[config.mk]
export PLATFORM = sky130hd
export DESIGN_NAME = prog_harness_seq
export DESIGN_NICKNAME = d
export VERILOG_FILES = /design/src/rtl/prog_harness_seq.sv
export SDC_FILE = /design/constraint.sdc
export NUM_CORES = 1
export LEC_CHECK = 0
export BUFFER_PORTS_ARGS = -buffer_cell sky130_fd_sc_hd__buf_2
export CAP_MARGIN = 20
export CORE_ASPECT_RATIO = 0.8
export CORE_UTILIZATION = 40
export DETAILED_ROUTE_END_ITERATION = 7
export PLACE_DENSITY_LB_ADDON = 0.2
export SYNTH_ARGS = -nofsm -noshare
export SYNTH_HDL_FRONTEND = slang
export SYNTH_SLANG_ARGS = --single-unit
export TNS_END_PERCENT = 10
[constraint.sdc]
create_clock -name CLK -period 3.7 [get_ports CLK]
set_input_delay 0.555 -clock CLK [delete_from_list [all_inputs] [get_ports CLK]]
set_output_delay 0.555 -clock CLK [all_outputs]
set_load 0.02 [all_outputs]
[src/rtl/prog_harness_seq.sv]
// prog_harness_seq: loads an operand block into data memory, starts the processor, waits for halt, drains a result region.
// Ports: CLK/reset (sync, active-high); go starts a run from IDLE/DONE; in_* is the operand stream (valid/ready);
// mem_* is the data memory master port, valid while busy_mem; proc_start/proc_halt face the processor;
// out_* is the result stream (valid/ready); done, timeout_err and cycle_count report the last run.
module prog_harness_seq #(
  parameter int AW = 8,
  parameter int LOAD_BASE = 0,
  parameter int LOAD_LEN = 64,
  parameter int RES_BASE = 64,
  parameter int RES_LEN = 32,
  parameter int START_CYCLES = 2,
  parameter logic [15:0] TIMEOUT = 16'hFFFF
) (
  input  logic          CLK,
  input  logic          reset,
  input  logic          go,
  input  logic          in_valid,
  input  logic [7:0]    in_data,
  output logic          in_ready,
  output logic [AW-1:0] mem_addr,
  output logic          mem_wr_en,
  output logic [7:0]    mem_wr_data,
  input  logic [7:0]    mem_rd_data,
  output logic          busy_mem,
  output logic          proc_start,
  input  logic          proc_halt,
  output logic          out_valid,
  output logic [7:0]    out_data,
  input  logic          out_ready,
  output logic          done,
  output logic          timeout_err,
  output logic [15:0]   cycle_count
);
  typedef enum logic [2:0] {IDLE, LOAD, START, RUN, DRAIN, DONE} state_t;
  state_t state, state_n;
  logic [15:0] idx, idx_n, cnt_n;
  logic err_n;
  // idx is the byte index in LOAD/DRAIN and doubles as the start-pulse counter in START
  wire last_ld = idx == 16'(LOAD_LEN - 1);
  wire last_st = idx == 16'(START_CYCLES - 1);
  wire last_rs = idx == 16'(RES_LEN - 1);
  always_ff @(posedge CLK) begin
    if (reset) begin
      state <= IDLE;
      idx <= '0;
      cycle_count <= '0;
      timeout_err <= 1'b0;
    end else begin
      state <= state_n;
      idx <= idx_n;
      cycle_count <= cnt_n;
      timeout_err <= err_n;
    end
  end
  always_comb begin
    state_n = state;
    idx_n = idx;
    cnt_n = cycle_count;
    err_n = timeout_err;
    case (state)
      IDLE, DONE: if (go) begin
        state_n = LOAD;
        idx_n = '0;
        cnt_n = '0;
        err_n = 1'b0;
      end
      LOAD: if (in_valid) begin
        state_n = last_ld ? START : LOAD;
        idx_n = last_ld ? '0 : idx + 16'd1;
      end
      START: begin
        state_n = last_st ? RUN : START;
        idx_n = last_st ? '0 : idx + 16'd1;
      end
      RUN: if (proc_halt) state_n = DRAIN;
      else begin
        cnt_n = (cycle_count == 16'hFFFF) ? cycle_count : cycle_count + 16'd1;
        // the increment that brings the count to TIMEOUT aborts the run
        if (cycle_count == TIMEOUT - 16'd1) begin
          state_n = DONE;
          err_n = 1'b1;
        end
      end
      DRAIN: if (out_ready) begin
        state_n = last_rs ? DONE : DRAIN;
        idx_n = last_rs ? '0 : idx + 16'd1;
      end
      default: state_n = IDLE;
    endcase
  end
  assign in_ready = state == LOAD;
  assign out_valid = state == DRAIN;
  assign busy_mem = in_ready || out_valid;
  assign proc_start = state == START;
  assign done = state == DONE;
  assign mem_addr = in_ready ? AW'(LOAD_BASE) + idx[AW-1:0] : out_valid ? AW'(RES_BASE) + idx[AW-1:0] : '0;
  assign mem_wr_en = in_ready && in_valid;
  assign mem_wr_data = in_ready ? in_data : '0;
  assign out_data = out_valid ? mem_rd_data : '0;
endmodule

* Word-level counts from Yosys, hierarchy flattened
Index checks and enable logic that the tools add are counted.
Word-level totals: word-level logic and storage cells 61, register bits after elaboration 36, output and inout bits 47, input bits 22
Operators by class: add/sub/neg operators 3, equal/unequal tests 17, muxes and demuxes 27, reductions and logical operators 10
Operators with widths (number):
- 2-to-1 mux 16 bit | 8
- one-hot mux 16 bit (4 select lines) | 1
- adder 16 x 1 -> 16 bit (second input constant) | 2
- == test 16 bit (second input constant) | 2
- 2-to-1 mux 8 bit | 4
- one-hot mux 16 bit (2 select lines) | 1
- == test 16 x 1 -> 1 bit (second input constant) | 1
- == test 16 x 5 -> 1 bit (second input constant) | 1
- == test 16 x 6 -> 1 bit (second input constant) | 1
- AND reduction 4 bit | 4
- 2-to-1 mux 3 bit | 5
- one-hot mux 3 bit (5 select lines) | 1
- != test 2 bit (second input constant) | 5
- adder 7 x 8 -> 8 bit (first input constant) | 1
- == test 3 x 2 -> 1 bit (second input constant) | 2
- == test 3 bit (second input constant) | 2
- 2-to-1 mux 1 bit | 5
- nonzero test 4 bit | 1
- == test 3 x 1 -> 1 bit (second input constant) | 1
- zero test 3 bit | 1
- != test 3 bit (second input constant) | 1
- 2-to-1 mux 2 bit | 1
- != test 2 x 1 -> 1 bit (second input constant) | 1
- one-hot mux 1 bit (2 select lines) | 1
- other kinds (4) | 4

* Longest topological paths before layout
word-level depth 4, gate-level depth with buffers 9, depth with buffers taken out 7

* Worst setup path after synthesis
Ideal clock, no wire load.
kind flip-flop to output port, start point register state[0], end point output port mem_addr[7], required time 3.145 ns, setup slack 1.679 ns, arrival 1.466 ns, path buffers 3, stages on the path, launching flop included 7, cells stage by stage dfxtp_1 > buf_6 > buf_2 > nand2b_1 > inv_1 > clkbuf_1 > a22o_1
Between the ends: word-level cells in the longest chain between the ends 3, elaborated cells between the ends (all ways) 4, those cells by class eq/ne: 2; mux: 2
Ends and longest elaborated chain:
- start, declared | RTL line 35 | state_t state, state_n;
- start signal, assigned | RTL line 49 | state <= state_n;
- == test 3 bit | RTL line 92 | assign out_valid = state == DRAIN;
- named net out_valid | RTL line 27 | output logic out_valid,
- 2-to-1 mux 8 bit (2 in a row) | RTL line 96 | assign mem_addr = in_ready ? AW'(LOAD_BASE) + idx[AW-1:0] : out_valid ? AW'(RES_BASE) + idx[AW-1:0] : '0;
- end, declared | RTL line 20 | output logic [AW-1:0] mem_addr,
The timed path passes the listed nets, and every way through them passes these cells.

* Final worst setup path
start point register state[1], end point output port busy_mem
Between the ends: word-level cells in the longest chain between the ends 2, elaborated cells between the ends (all ways) 3, those cells by class eq/ne: 2; reduce/logical: 1
Ends and longest elaborated chain:
- == test 3 x 1 -> 1 bit / == test 3 bit (equally long branches) | RTL line 91, 92
- logical OR 1 bit * | RTL line 93 | assign busy_mem = in_ready || out_valid;
- end, declared | RTL line 24 | output logic busy_mem,
Mark *: on every way between the ends. The rest lies on a longest branch, timed or not.

==> impl_metrics.toml <==
[logic_synthesis]
ys_seq_elements = 36
yosys_warnings = 0
synth_edf_count = 0
syn_avg_cell_area_um2 = 8.05
yosysUniqueCellTypes = 52
netlist_area_mm2 = 0.00228
ys_seq_area_frac = 0.316
ys.flop_type = "dfxtp_1"
syn_nets = 311
syn_inst = 283
async_flop_share = 0

[drt]
drtAntennaViolNets = 0
dr.pass1.iters = 6
initialDrtViolationCount = 124
wl_um = 5530
drt-wirelength-per-cell_um = 13.1
dr.max_layer_used = "met4"
vias = 2198
m1WireLength_um = 2840
route.met3.wl_um = 315
vias_per_cell = 5.20
wl_met2_um = 2340
drc_errors = 1

[floorplanning]
num_rows = 24
io_pins = 69
die_area_mm2 = 0.00600
fp.coreArea_mm2 = 0.00547
start_util = 0.417
fp.dieH_um = 69.5
fp.dieW_um = 86.4

[critical_path]
cp_max_fo = 14
critPathArrivalTime_ps = 2090
r2r_setup_slack_ps = 1080
crit_type = "reg2out"
cp_data_required_time_ps = 3140
cp-start-kind = "register"
end_kind = "output pin"

[timing]
hold_viol = 0
fin_worst_skew_ps = 8.40
fin_hold_ws_ps = 485
finalWorstSetupSlack_ps = 1060
min_period_ps = 2640
max_freq_ghz = 0.378
slew_viol_final = 0
period_share = 0.714
slew-limit-headroom = 0.382
setup_viol = 0
rsz0062_at_grt = "false"
max_slew.worst_pin.slew_ps = 923
fin_setup_tns_ps = 0

[run_status]
violations = "DRC"
status = "finished with violations"

[power]
p_switching_uw = 426
powerDensity_mw_per_mm2 = 398
pwr-share-clk = 0.259
ir_drop_mv = 0.206
power.share.sequential = 0.394
p_comb_frac = 0.347
swShare = 0.392
p_leak_uw = 0.00122
intPower_uw = 659

[min_path]
hold_class = "reg2reg"

[global_routing]
grt_overflow = 0
grt_pass1_wl_um = 9080
grt_max_degree = 17
grt_pass1_vias = 1890
antenna_found_initial = 0
track_usage = 0.190

[finish]
final_nets = 372
final_common_cell = "buf_2"
drive_gt1_frac = 0.284
syn_to_final_growth_pct = 19.7
fillers = 564
mostFrequentLayoutCells = "buf_2 (68), dfxtp_1 (36), nor2_1 (24)"
n_antenna_cell = 0
final_cells = 423

[clock_network]
cts_buffers = 5
cts_hold_buf = 0
cts_buffer_depth = 2
postCtsSetupRepairBufs = 0
clk_pin_slew_ps = 80
cts_resized = 0
cts_tree = "done"
cts_max_level = 2
cts_sinks = 36
clk_latency_ps = 290
clock-root-buffer = "clkbuf_8"

[placement]
port_buffers = 68
placedCellCount = 415
place_ws_ps = 1100
dp_hpwl_um = 4170
globalplace.congestion = 0.854

[job]
cap_violations = 0
[layout make-up]
type,instances,area (um2),share of cell area
Tap cell,78,97.6,0.0358
Inverter,12,45.0,0.0165
Clock inverter,3,18.8,0.00689
Multi-Input combinational cell,220,1430,0.523
Sequential cell,36,721,0.264
Clock buffer,5,68.8,0.0253
Timing Repair Buffer,69,348,0.128
[path summary, 6_finish.rpt]
check                                              start  cells after the start                        to
worst max-delay path               state[1]$_SDFFE_PP0P_                      5                  busy_mem
worst min register to register  timeout_err$_SDFFE_PP0P_                      2  timeout_err$_SDFFE_PP0P_
worst min-delay path            timeout_err$_SDFFE_PP0P_                      2  timeout_err$_SDFFE_PP0P_
worst max register to register     state[0]$_SDFFE_PP0P_                      5      idx[10]$_SDFFE_PP0P_
[power groups by stage]
stage | Sequential [uW] | Combinational (uW) | Clock, uW
6_report | 427 | 377 | 281
5_1_grt | 431 | 411 | 306
4_1_cts | 427 | 377 | 288
3_5_place_dp | 436 | 376 | 0
3_3_place_gp | 435 | 371 | 0
2_1_floorplan | 413 | 325 | 0
[state kept, by name, summed over array words and instances, names as in the netlist]
| signal | count |
|---|---|
| cycle_count | 16 |
| timeout_err | 1 |
| state | 3 |
| idx | 16 |
[metrics by stage]
step | power (uW) | cell area, um2 | utilization
final | 1090 | 2730 | 0.499
after global routing | 1150 | 2730 | 0.499
after CTS | 1090 | 2730 | 0.499
after detailed placement | 812 | 2640 | 0.483
after global placement | 805 | 2640 | 0.483
after floorplan | 738 | 2280 | -
[layer usage]
metal	global-route usage	vias up
li1	-	1125
met2	0.270	66
met4	0.0556	0
met1	0.285	1005
met3	0.0405	2
met5	0	-
[synthesized netlist by cell type (7+ instances only)]
cell type	instances	area (um2)
nand3_1	15	75.1
and3_1	22	138
nor2_2	9	56.3
nand2_1	20	75.1
o21ai_0	8	40.0
nor2_1	24	90.1
xor2_1	17	149
nand4_1	11	68.8
inv_1	11	41.3
and2_1	12	75.1
dfxtp_1	36	721
nor3_1	7	35.0
a21oi_1	10	50.1
[kinds of logic (layout without fill, tap and decap cells)]
kind of cell,after synthesis,after routing,share of synthesized area
DFF,36,36,0.316
and+or+nand+nor,148,148,0.360
muxes,2,2,0.00934
AOI/OAI and AO/OA,41,41,0.132
buffers and inverters,27,89,0.0604
xor gates and xnor gates,23,23,0.0885
adders and majority gates,6,6,0.0330
[worst max-delay path, stage by stage, from the launching register on]
cell,delay [ps]
dfxtp_1,550
inv_1,270
and2_1,260
nor2_1,400
inv_1,120
buf_2,190
No activity file was read; power rests on OpenSTA's default activity.
